**src/rtl/interconnect_message_channel.sv**
```systemverilog
// interconnect_message_channel
//
// Point-to-point, credit-flow-controlled message link between two stage
// controllers. A message accepted on the sender side travels through
// LINK_LATENCY forward register stages and lands in a receive FIFO. A
// credit travels back through a LINK_LATENCY-stage delay line each time
// the receiver consumes a message. The sender holds one credit per free
// FIFO slot, so the FIFO can never overflow.
//
// Handshakes (both sides): a transfer happens on the rising clk edge that
// ends any cycle in which valid and ready are both high. Ready never
// depends on valid. Valid and data hold until the transfer completes.
//
// Ports
//   clk                 sole clock, rising edge
//   reset               asynchronous, active-high, clears all state
//   in_data/in_valid    message offered by the sender
//   in_ready            high while at least one credit is held
//   out_data/out_valid  head of the receive FIFO
//   out_ready           receiver consumes the head this cycle
//   has_message_flying  a message is in a forward stage or in the FIFO
//   credits             sender-side credit count
//   occupancy           receive FIFO entry count
//   message_count       messages delivered so far, wraps modulo 2^32
module interconnect_message_channel #(
  parameter int CODE_DISTANCE = 5,
  parameter int DATA_WIDTH    = 2 * 3 * $clog2(CODE_DISTANCE) + 2,
  parameter int LINK_LATENCY  = 2,
  parameter int FIFO_DEPTH    = 8,
  localparam int CW = $clog2(FIFO_DEPTH + 1),
  localparam int PW = $clog2(FIFO_DEPTH) + 1,
  localparam int AW = $clog2(FIFO_DEPTH)
) (
  input  logic                  clk,
  input  logic                  reset,
  input  logic [DATA_WIDTH-1:0] in_data,
  input  logic                  in_valid,
  output logic                  in_ready,
  output logic [DATA_WIDTH-1:0] out_data,
  output logic                  out_valid,
  input  logic                  out_ready,
  output logic                  has_message_flying,
  output logic [CW-1:0]         credits,
  output logic [CW-1:0]         occupancy,
  output logic [31:0]           message_count
);

  logic [LINK_LATENCY-1:0] fwd_valid_q, fwd_valid_d;
  logic [DATA_WIDTH-1:0]   fwd_data_q [LINK_LATENCY];
  logic [DATA_WIDTH-1:0]   fwd_data_d [LINK_LATENCY];
  logic [LINK_LATENCY-1:0] ret_q, ret_d;
  logic [PW-1:0]           wr_ptr_q, wr_ptr_d;
  logic [PW-1:0]           rd_ptr_q, rd_ptr_d;
  logic [CW-1:0]           credits_q, credits_d;
  logic [31:0]             count_q, count_d;
  logic [DATA_WIDTH-1:0]   mem_q [FIFO_DEPTH];
  logic [DATA_WIDTH-1:0]   mem_d [FIFO_DEPTH];

  logic accept;
  logic deliver;
  logic fifo_write;
  logic fifo_empty;
  logic fifo_full;
  logic [31:0] inv_sum;

  // Pointers carry one extra wrap bit so full and empty are distinguishable.
  assign fifo_empty = (wr_ptr_q == rd_ptr_q);
  assign fifo_full  = (wr_ptr_q[AW] != rd_ptr_q[AW]) &&
                      (wr_ptr_q[AW-1:0] == rd_ptr_q[AW-1:0]);

  assign in_ready   = (credits_q != '0);
  assign out_valid  = !fifo_empty;
  assign out_data   = mem_q[rd_ptr_q[AW-1:0]];
  assign accept     = in_valid && in_ready;
  assign deliver    = out_valid && out_ready;
  // The last forward stage always has a slot waiting: its credit was
  // taken when the message was accepted.
  assign fifo_write = fwd_valid_q[LINK_LATENCY-1];

  assign credits            = credits_q;
  assign occupancy          = CW'(wr_ptr_q - rd_ptr_q);
  assign message_count      = count_q;
  assign has_message_flying = (|fwd_valid_q) || !fifo_empty;

  always_comb begin
    fwd_valid_d    = '0;
    ret_d          = '0;
    fwd_valid_d[0] = accept;
    fwd_data_d[0]  = in_data;
    ret_d[0]       = deliver;
    for (int k = 1; k < LINK_LATENCY; k++) begin
      fwd_valid_d[k] = fwd_valid_q[k-1];
      fwd_data_d[k]  = fwd_data_q[k-1];
      ret_d[k]       = ret_q[k-1];
    end

    mem_d = mem_q;
    if (fifo_write) begin
      mem_d[wr_ptr_q[AW-1:0]] = fwd_data_q[LINK_LATENCY-1];
    end
    wr_ptr_d = wr_ptr_q + PW'(fifo_write);
    rd_ptr_d = rd_ptr_q + PW'(deliver);

    // A returning credit and a new accept in the same edge cancel out.
    credits_d = credits_q + CW'(ret_q[LINK_LATENCY-1]) - CW'(accept);
    count_d   = count_q + 32'(deliver);
  end

  // Every FIFO slot is accounted for exactly once: as a credit, a message
  // in flight, a buffered message, or a credit on its way back.
  always_comb begin
    inv_sum = 32'(credits_q) + 32'(occupancy);
    for (int k = 0; k < LINK_LATENCY; k++) begin
      inv_sum = inv_sum + 32'(fwd_valid_q[k]) + 32'(ret_q[k]);
    end
  end

  always_ff @(posedge clk or posedge reset) begin
    if (reset) begin
      fwd_valid_q <= '0;
      ret_q       <= '0;
      wr_ptr_q    <= '0;
      rd_ptr_q    <= '0;
      credits_q   <= CW'(FIFO_DEPTH);
      count_q     <= '0;
      for (int k = 0; k < LINK_LATENCY; k++) begin
        fwd_data_q[k] <= '0;
      end
    end else begin
      fwd_valid_q <= fwd_valid_d;
      ret_q       <= ret_d;
      wr_ptr_q    <= wr_ptr_d;
      rd_ptr_q    <= rd_ptr_d;
      credits_q   <= credits_d;
      count_q     <= count_d;
      for (int k = 0; k < LINK_LATENCY; k++) begin
        fwd_data_q[k] <= fwd_data_d[k];
      end
    end
  end

  // Storage needs no reset: entries are only read while out_valid is high.
  always_ff @(posedge clk) begin
    mem_q <= mem_d;
  end

  credit_invariant_a: assert property (@(posedge clk) disable iff (reset)
    inv_sum == 32'(FIFO_DEPTH));

  no_overflow_a: assert property (@(posedge clk) disable iff (reset)
    !(fifo_write && fifo_full));

endmodule

```
**config.mk**
```make
export PLATFORM = sky130hd
export DESIGN_NAME = interconnect_message_channel
export DESIGN_NICKNAME = d
export VERILOG_FILES = /design/src/rtl/interconnect_message_channel.sv
export SDC_FILE = /design/constraint.sdc
export NUM_CORES = 1
export LEC_CHECK = 0
export CORE_MARGIN = 1.5
export CORE_UTILIZATION = 44
export CTS_CLUSTER_DIAMETER = 50
export DETAILED_ROUTE_END_ITERATION = 10
export DONT_BUFFER_PORTS = 1
export HOLD_SLACK_MARGIN = 0.1
export PLACE_DENSITY = 0.61
export RECOVER_POWER = 25
export SKIP_CTS_REPAIR_TIMING = 1
export SLEW_MARGIN = 20
export SYNTH_ARGS = -nofsm -noshare
export SYNTH_HDL_FRONTEND = slang
export SYNTH_SLANG_ARGS = --single-unit
```
**constraint.sdc**
```tcl
create_clock -name clk -period 5.25 [get_ports clk]
set_input_delay 0.7875 -clock clk [delete_from_list [all_inputs] [get_ports clk]]
set_output_delay 0.7875 -clock clk [all_outputs]
set_load 0.02 [all_outputs]
```
==> results.sh <==
export IMPL_antenna_cells=0
export IMPL_die_h_um=149
export IMPL_rsz0062_at_grt="false"
export IMPL_critPathMaxFanout=41
export IMPL_yosysWarnings=0
export IMPL_ant_nets=0
export IMPL_seq_area_frac_synth_pct=75.0
export IMPL_portBuffers=0
export IMPL_grt_usage_pct=16.4
export IMPL_setup_viol=0
export IMPL_cts_made_buffers=27
export IMPL_critical_path_startpoint_type="register"
export IMPL_core_um2=21000
export IMPL_gr_total_overflow=0
export IMPL_syn2layout_area_growth_pct=13.9
export IMPL_seq_power_share_pct=42.8
export IMPL_finalSetupTns_ps=0
export IMPL_synth_nets=564
export IMPL_grt_pass1_wl_um=27100
export IMPL_final_layout_size_suffix_gt1_share_pct=20.4
export IMPL_h_tree_depth=1
export IMPL_p_leak_nw=4.02
export IMPL_crit_type="register to output pin"
export IMPL_yosysMostFrequentCell="edfxtp_1"
export IMPL_ir_drop_v=0.000303
export IMPL_initial_core_util_pct=44.6
export IMPL_rows=53
export IMPL_maxClockFrequency_mhz=310
export IMPL_synth_largest_area_cell="edfxtp_1"
export IMPL_drc=0
export IMPL_path_cells="buf_4, mux4_2, nand2_1, nand2_1"
export IMPL_power_density_nw_per_um2=567
export IMPL_synth_top_area_share_pct=51.4
export IMPL_critPathBufInv=1
export IMPL_routed_via_count=4422
export IMPL_slew_headroom_pct=42.3
export IMPL_maxCapViolations=0
export IMPL_dieWidth_um=149
export IMPL_synth_cell_type_count=29
export IMPL_clock_sinks=248
export IMPL_outcome="finished clean"
export IMPL_synth_area_leaders="edfxtp_1, dfrtp_1, mux4_2, nand2_1, xor2_1"
export IMPL_p_int_w=0.00406
export IMPL_switchingPower_w=0.00197
export IMPL_cts_tree="yes"
export IMPL_fillCellCount=1729
export IMPL_dieArea_um2=22100
export IMPL_min_period_over_period_pct=61.5
export IMPL_ys_ff_latch=248
export IMPL_cp_required_ps=4460
export IMPL_drv_slew=0
export IMPL_syn_inst=523
export IMPL_clk_latency_ps=520
export IMPL_path_clk_slew_ps=60
export IMPL_firstDrtPassIters=4
export IMPL_finalPower_w=0.00603
export IMPL_hp_class="input port to async pin"
export IMPL_avgRoutedWirePerCell_um=20.5
export IMPL_yosys_top_cells_count="edfxtp_1, dfrtp_1, nand2_1"
export IMPL_antenna_found_initial=2
export IMPL_wl_um=17200
export IMPL_grt_pass1_vias=4783
export IMPL_clock_path_buffers=3
export IMPL_end_kind="output pin"
export IMPL_synth_edf_count=160
export IMPL_syn_area_um2=9350
export IMPL_dp_final_hpwl_um=9800
export IMPL_gp_congestion=0.765
export IMPL_drt_initial_drc_count=206
export IMPL_multi_input_area_um2=2250
export IMPL_power_switching_share_pct=32.7
export IMPL_clkPwrFrac_pct=31.1
export IMPL_tightest_slew_ps=866
export IMPL_worstPathArrival_ps=2440
export IMPL_fin_crit_ps=3230
export IMPL_asyncSetResetFlopFracSynth_pct=35.5
export IMPL_crit_family="buffers and inverters"
export IMPL_grt_max_degree=58
export IMPL_slowest_delay_ps=670
export IMPL_postSynthAreaPerCell_um2=17.9
export IMPL_finalClockSkew_ps=9.75
export IMPL_vias_per_cell=5.26
export IMPL_finalHoldViolations=0
export IMPL_cpMaxStageDelayCell="buf_4"
export IMPL_p_comb_share_pct=26.1
export IMPL_ios=87
export IMPL_seq_area_um2=7010
export IMPL_finish_net_count=585
export IMPL_clock_root_buffer="clkbuf_16"
export IMPL_crit_path_frequent_cell="nand2_1"
export IMPL_synth_ff_type="edfxtp_1"
-- placed cells by master (no fill, tap or decap), types with 4 or more instances in the layout --
master	n
clkinv_2	4
nor4_1	4
dfrtp_1	86
xnor2_1	17
edfxtp_1	160
inv_1	16
clkbuf_16	28
xor2_1	22
nand2_1	77
ha_1	15
mux4_2	40
nand4_1	8
nor2_1	6
buf_4	9
and2_1	4
nand3_1	14
nor2_4	4
nor3_2	7
-- final timing paths --
check,startpoint,cells after the start,slack (ps),endpoint
min reg2reg,fwd_data_d[6]$_DFF_PP0_,0,350,fwd_data_q[6]$_DFF_PP0_
min,reset,1,270,fwd_data_d[14]$_DFF_PP0_
max,rd_ptr_q[0]$_DFF_PP0_,4,2020,out_data[19]
min in group clk,in_data[11],0,290,fwd_data_d[11]$_DFF_PP0_
max reg2reg,wr_ptr_q[0]$_DFF_PP0_,11,2120,message_count[24]$_DFF_PP0_
max in group asynchronous,reset,2,4060,fwd_data_d[0]$_DFF_PP0_
-- state kept, by name (all words and copies together), names as in the netlist --
name,count
credits,4
fwd_data_d,20
fwd_data_q,20
fwd_valid_q,2
mem_q,160
message_count,32
rd_ptr_q,4
ret_q,2
wr_ptr_q,4
-- logic make-up (layout without fill, tap and decap cells) --
logic type	after synthesis	in the layout	synth area share (%)
multiplexers	40	40	9.64
adder cells (fa/ha/maj)	17	17	2.44
buffers and inverters	34	76	1.50
flip-flops	248	248	75.0
XOR/XNOR	39	39	3.65
AO/OA/AOI/OAI	4	4	0.268
AND/OR/NAND/NOR	141	141	7.55
-- per-stage QoR --
| step | hold WS (ps) | setup WS (ps) | area (um2) | utilization (%) | std cells |
|---|---|---|---|---|---|
| floorplan | 331 | 2140 | 9350 | - | 523 |
| global placement | 335 | 2230 | 9730 | 46.4 | 790 |
| detailed placement | 336 | 2110 | 9730 | 46.4 | 790 |
| CTS | 266 | 1920 | 10600 | 50.8 | 840 |
| global route | 259 | 1820 | 10600 | 50.8 | 840 |
| finish | 267 | 2020 | 10600 | 50.8 | 840 |
-- power groups by stage --
stage	combinational (W)	sequential (W)	clock, W
finish	0.00157	0.00258	0.00188
global route	0.00172	0.00261	0.00201
CTS	0.00162	0.00259	0.00193
global placement	0.00160	0.00261	0
detailed placement	0.00162	0.00262	0
floorplan	0.00123	0.00257	0
-- routing by layer --
metal | up-vias | GRT usage [%] | share of wire (%) | routed length (um)
met5 | - | 0 | 0.15 | 25
met4 | 4 | 4.75 | 2.2 | 381
li1 | 1986 | - | - | -
met1 | 2287 | 20.8 | 42 | 7220
met3 | 29 | 4.62 | 6.2 | 1060
met2 | 116 | 27.6 | 50 | 8540
-- area by class of cell --
cell class | instances | share of cell area [%]
Clock inverter | 16 | 1.45
Sequential cell | 248 | 65.9
Inverter | 17 | 0.623
Timing Repair Buffer | 9 | 0.635
Multi-Input combinational cell | 241 | 21.1
Tap cell | 275 | 3.23
Clock buffer | 34 | 7.11
Note: power is estimated with default switching activity, not from simulation.
